## config.mk

```make
export PLATFORM = sky130hd
export DESIGN_NAME = mul64_issue_ctl
export DESIGN_NICKNAME = d
export VERILOG_FILES = /design/src/rtl/mul64_issue_ctl.sv
export SDC_FILE = /design/constraint.sdc
export NUM_CORES = 2
export LEC_CHECK = 0
export ABC_CLOCK_PERIOD_IN_PS = 3300
export BUFFER_PORTS_ARGS = -buffer_cell sky130_fd_sc_hd__buf_2
export CORE_MARGIN = 1.5
export CORE_UTILIZATION = 45
export CTS_CLUSTER_DIAMETER = 50
export DETAILED_ROUTE_END_ITERATION = 16
export PLACE_DENSITY = 0.71
export SYNTH_ARGS = -nofsm -noshare
export SYNTH_HDL_FRONTEND = slang
export SYNTH_SLANG_ARGS = --single-unit
```

## constraint.sdc

```tcl
create_clock -name clk -period 3.3 [get_ports clk]
set_input_delay 0.165 -clock clk [delete_from_list [all_inputs] [get_ports clk]]
set_output_delay 0.165 -clock clk [all_outputs]
set_load 0.01 [all_outputs]
```

## src/rtl/mul64_issue_ctl.sv

```systemverilog
// Issue/sign-correction wrapper around the ce-gated unsigned 64x64 multiplier.
// It tracks valid/tag/correction beside the multiplier and drives a stallable output register.
module mul64_issue_ctl #(
  parameter int MLAT = 11,
  parameter int TAGW = 6
) (
  input  logic            clk,
  input  logic            rst_n,
  input  logic            flush,
  input  logic            in_valid,
  output logic            in_ready,
  input  logic [63:0]     in_a,
  input  logic [63:0]     in_b,
  input  logic [1:0]      in_op,
  input  logic [TAGW-1:0] in_tag,
  output logic            m_ce,
  output logic [63:0]     m_a,
  output logic [63:0]     m_b,
  input  logic [127:0]    m_o,
  output logic            out_valid,
  input  logic            out_ready,
  output logic [127:0]    out_prod,
  output logic [TAGW-1:0] out_tag,
  output logic            idle
);

  // Handshakes: a transfer happens on a rising edge where valid & ready are both high.
  // The producer holds valid and its payload steady until that edge; ready never
  // depends on valid on the same side (in_ready only sees out_ready and flush).

  logic            stall;
  logic            accept;
  logic            sa;
  logic            sb;
  logic [63:0]     corr_in;
  logic [MLAT-1:0] pv;
  logic [TAGW-1:0] ptag  [MLAT];
  logic [63:0]     pcorr [MLAT];

  assign stall    = out_valid & ~out_ready;
  assign m_ce     = ~stall;
  assign in_ready = ~stall & ~flush;
  assign accept   = in_valid & in_ready;
  assign m_a      = in_a;
  assign m_b      = in_b;
  assign idle     = ~(|pv) & ~out_valid;

  // Reserved op 3 falls through as unsigned because neither sign flag is set.
  assign sa = (in_op == 2'd1) | (in_op == 2'd2);
  assign sb = (in_op == 2'd1);

  // Unsigned product of the raw bit patterns overshoots the signed product by
  // (a<0 ? b : 0)*2^64 + (b<0 ? a : 0)*2^64; only the low 64 bits of that term matter.
  assign corr_in = ((sa & in_a[63]) ? in_b : 64'd0) + ((sb & in_b[63]) ? in_a : 64'd0);

  // Side pipeline shifts only with m_ce so it stays aligned with the multiplier data.
  always_ff @(posedge clk or negedge rst_n) begin
    if (!rst_n) begin
      pv <= '0;
      for (int i = 0; i < MLAT; i++) begin
        ptag[i]  <= '0;
        pcorr[i] <= '0;
      end
    end else begin
      if (m_ce) begin
        pv       <= {pv[MLAT-2:0], accept};
        ptag[0]  <= in_tag;
        pcorr[0] <= corr_in;
        for (int i = 1; i < MLAT; i++) begin
          ptag[i]  <= ptag[i-1];
          pcorr[i] <= pcorr[i-1];
        end
      end
      if (flush) begin
        pv <= '0;
      end
    end
  end

  // Flush wins over a concurrent consumer handshake: the held result is dropped.
  always_ff @(posedge clk or negedge rst_n) begin
    if (!rst_n) begin
      out_valid <= 1'b0;
      out_prod  <= '0;
      out_tag   <= '0;
    end else if (flush) begin
      out_valid <= 1'b0;
    end else if (!stall) begin
      if (pv[MLAT-1]) begin
        out_prod  <= m_o - {pcorr[MLAT-1], 64'd0};
        out_tag   <= ptag[MLAT-1];
        out_valid <= 1'b1;
      end else begin
        out_valid <= 1'b0;
      end
    end
  end

endmodule

```

==> metrics.yaml <==
status: "finished, final reports clean"
detailed_place.area_mm2: 0.04858
total_switching_power_mw: 6.818
timing.hold.ws_ns: 0.01178
grtUsageTotal_pct: 21.52
ys.warnings.count: 0
synth.top_cells.by_count: "2,425 x nand2_1, 916 x dfrtp_1, 247 x clkbuf_1, 215 x o21ai_0, 210 x a21oi_1"
dp_hpwl_um: 75170
dieWidth_um: 313.6
crit_arrival_ns: 3.75
ratio_of_cells_with_drive_above_1_in_the_final_layout_pct: 19.33
synth.largest_area_cell: "dfrtp_1"
ctsRootBufferMaster: "clkbuf_16"
ir_drop_v: 0.0004557
drc: 0
sequentialPowerShare_pct: 45.5
synth.distinct_cells: 87
floorplan.io_pins: 535
number_of_antenna_violating_nets_in_the_routed_design: 0
synth_enable_flop_cells: 0
dr_total_vias: 35200
totalWireLength_um: 107800
synthTopCellsByArea: "dfrtp_1 53%, nand2_1 21%, ha_1 3.7%"
cts_htree_levels: 3
internal-power_mw: 20.44
critPathKind: "flop to flop"
starting_utilization_of_the_core_area_pct: 45.57
clk_transition_reported_paths_ns: 0.06
worst_ep_required_time_ns: 3.88
fin_area_mm2: 0.05321
globalRouteOverflowTotal: 0
synth_top_cell_area_share_pct: 52.79
drtIter0Drc: 2580
slew_headroom_pct: 20.17
synth.avg_cell_area_um2: 8.418
synth_ff_type: "dfrtp_1"
worst-slew-pin-transition_ns: 1.197
critPathMostFrequentCell: "buf_4"
port_buffers: 534
multi_input_area_mm2: 0.01851
first_pass_grt_wire_length_um: 174900
floorplan.die.height_um: 313.6
drv_cap: 0
worst_skew_pair.late_latency_ns: 0.66
final_net_count: 6197
row_count: 113
p_leak_nw: 28.81
power_switching_share_pct: 25.02
start_kind: "flop"
grt_start_max_net_pins: 249
yosys_register_bits: 916
grt_antenna_before_repair: 13
wl_per_cell_um: 15.07
final-seq-area_mm2: 0.02292
fin_skew_ns: 0.02122
cp_slowest_cell: "dfrtp_1"
final-hold-violation-count: 0
gp_congestion: 0.9418
cts_tree: "yes"
first_global_vias: 33890
core_region_area_mm2: 0.09529
async_flop_share_pct: 100.0
final_util_pct: 55.83
cts_buffer_depth: 3
critPathCaptureType: "flop"
clkSinkCount: 916
rsz0062_at_grt: "true"
synth.net_count: 5556
crit_path_cell_trace: "inv_1 > ha_4 > nor2b_2 > o31ai_2 > buf_4 > a211oi_2 > buf_4 > or2_2 > a211oi_4 > o221ai_2 > a41oi_2 > o21ai_1 > buf_4 > a311o_1 > nand3_1"
pwr-share-comb_pct: 11.9
critPathMaxStageDelay_ns: 0.37
worstPathMaxFanout: 5
synth.yosys.seq_area_share_pct: 52.79
tritoncts.num_buffers: 101
final_max_slew_viol_count: 0
detail_route.first_pass.iterations: 6
fmax_ghz: 0.3148
final-setup-viol-count: 0
fp.dieArea_mm2: 0.09836
area_growth_pct: 22.54
min-delay-path-class: "input pin to flop"
synth_most_common_cell: "nand2_1"
clockPowerShare_pct: 42.6
fillerInstances: 8705
min_period_ns: 3.177
post_synth_inst_count: 5158
via_to_cell_ratio: 4.919
mapped_area_mm2: 0.04342
p_per_area_mw_per_mm2: 512.2
final_min_period_over_clock_period_pct: 96.27
==> critical path: cells and delay by family (launching register included) <==
kind / cells / cell delay [ns]
AOI/OAI and AO/OA: 7 / 1.36
adders and majority gates: 1 / 0.22
buffers and inverters: 4 / 0.59
DFF: 1 / 0.37
and+or+nand+nor: 3 / 0.55
==> metrics by stage <==
stage | power [mW] | setup WS, ns | setup TNS (ns) | cells
5_1_grt | 28.49 | -0.04468 | -0.1491 | 7156
3_3_place_gp | 15.60 | -0.4393 | -5.343 | 6875
2_1_floorplan | 14.38 | -0.06790 | -0.1506 | 5158
3_5_place_dp | 15.66 | -0.5363 | -7.162 | 6875
6_report | 27.26 | 0.1230 | 0 | 7156
4_1_cts | 27.52 | 0.001501 | 0 | 7140
==> cell type report <==
class	count	share of cell area, %
Sequential cell	916	43.08
Multi-Input combinational cell	3735	34.79
Timing Repair Buffer	940	11.74
Clock buffer	133	5.336
Tap cell	1265	2.975
Clock inverter	52	1.251
Inverter	105	0.7784
Antenna cell	10	0.04703
==> worst paths after layout <==
kind	cells past startpoint	startpoint	slack, ns	endpoint
max in group asynchronous	3	rst_n	2.12	pv[2]$_DFFE_PN0P_
worst min register to register	2	pcorr[587]$_DFFE_PN0N_	0.46	pcorr[523]$_DFFE_PN0N_
worst max register to register	15	pcorr[2]$_DFFE_PN0N_	0.12	out_prod[120]$_DFFE_PN0P_
worst max-delay path	15	pcorr[2]$_DFFE_PN0N_	0.12	out_prod[120]$_DFFE_PN0P_
min in group asynchronous	2	rst_n	0.15	pcorr[76]$_DFFE_PN0N_
worst min-delay path	4	m_o[79]	0.01	out_prod[79]$_DFFE_PN0P_
==> layout by cell type (no fill, tap or decap), types with 76 or more instances in the layout <==
cell,n
a21oi_1,203
buf_4,304
nor2_1,114
nand2_1,2424
dfrtp_1,916
buf_2,533
clkbuf_16,102
inv_1,102
dlygate4sd3_1,76
ha_1,108
o21ai_0,210
==> timing repair <==
action / CTS / global route
hold endpoints to repair: 168 / 0
cloned: 0 / 0
endpoints found under the setup margin: 12 / 23
hold buffers: 76 / 0
gates resized for setup: 9 / 37
pin swaps: 5 / 15
setup buffers: 4 / 7
==> flip-flops by register name, summed over array words and instances (netlist names) <==
name       count
out_tag        6
out_valid      1
pv            11
ptag          66
out_prod     128
pcorr        704
==> logic make-up after synthesis <==
kind of cell | share of synthesized area [%]
AOI/OAI and AO/OA | 9.307
xor gates and xnor gates | 2.239
adders and majority gates | 3.752
buffers and inverters | 5.628
DFF | 52.79
muxes | 0.07204
and+or+nand+nor | 26.21
==> per-layer routing <==
layer	track usage (%)	part of all wire (%)	up-vias	routed length (um)
met5	0	0.023	-	25
met4	8.421	3.2	4	3449
met3	3.186	5.0	189	5433
met2	33.81	45	947	48900
met1	30.11	46	16350	50020
li1	-	-	17710	-
==> power by group through the flow <==
stage          Combinational (mW)  Clock [mW]  Sequential [mW]
2_1_floorplan                1.90           0             12.5
3_3_place_gp                 3.03           0             12.6
3_5_place_dp                 3.07           0             12.6
4_1_cts                      3.19        11.9             12.4
5_1_grt                      3.64        12.4             12.5
6_report                     3.25        11.6             12.4
Power figures use the tool's default switching activity.
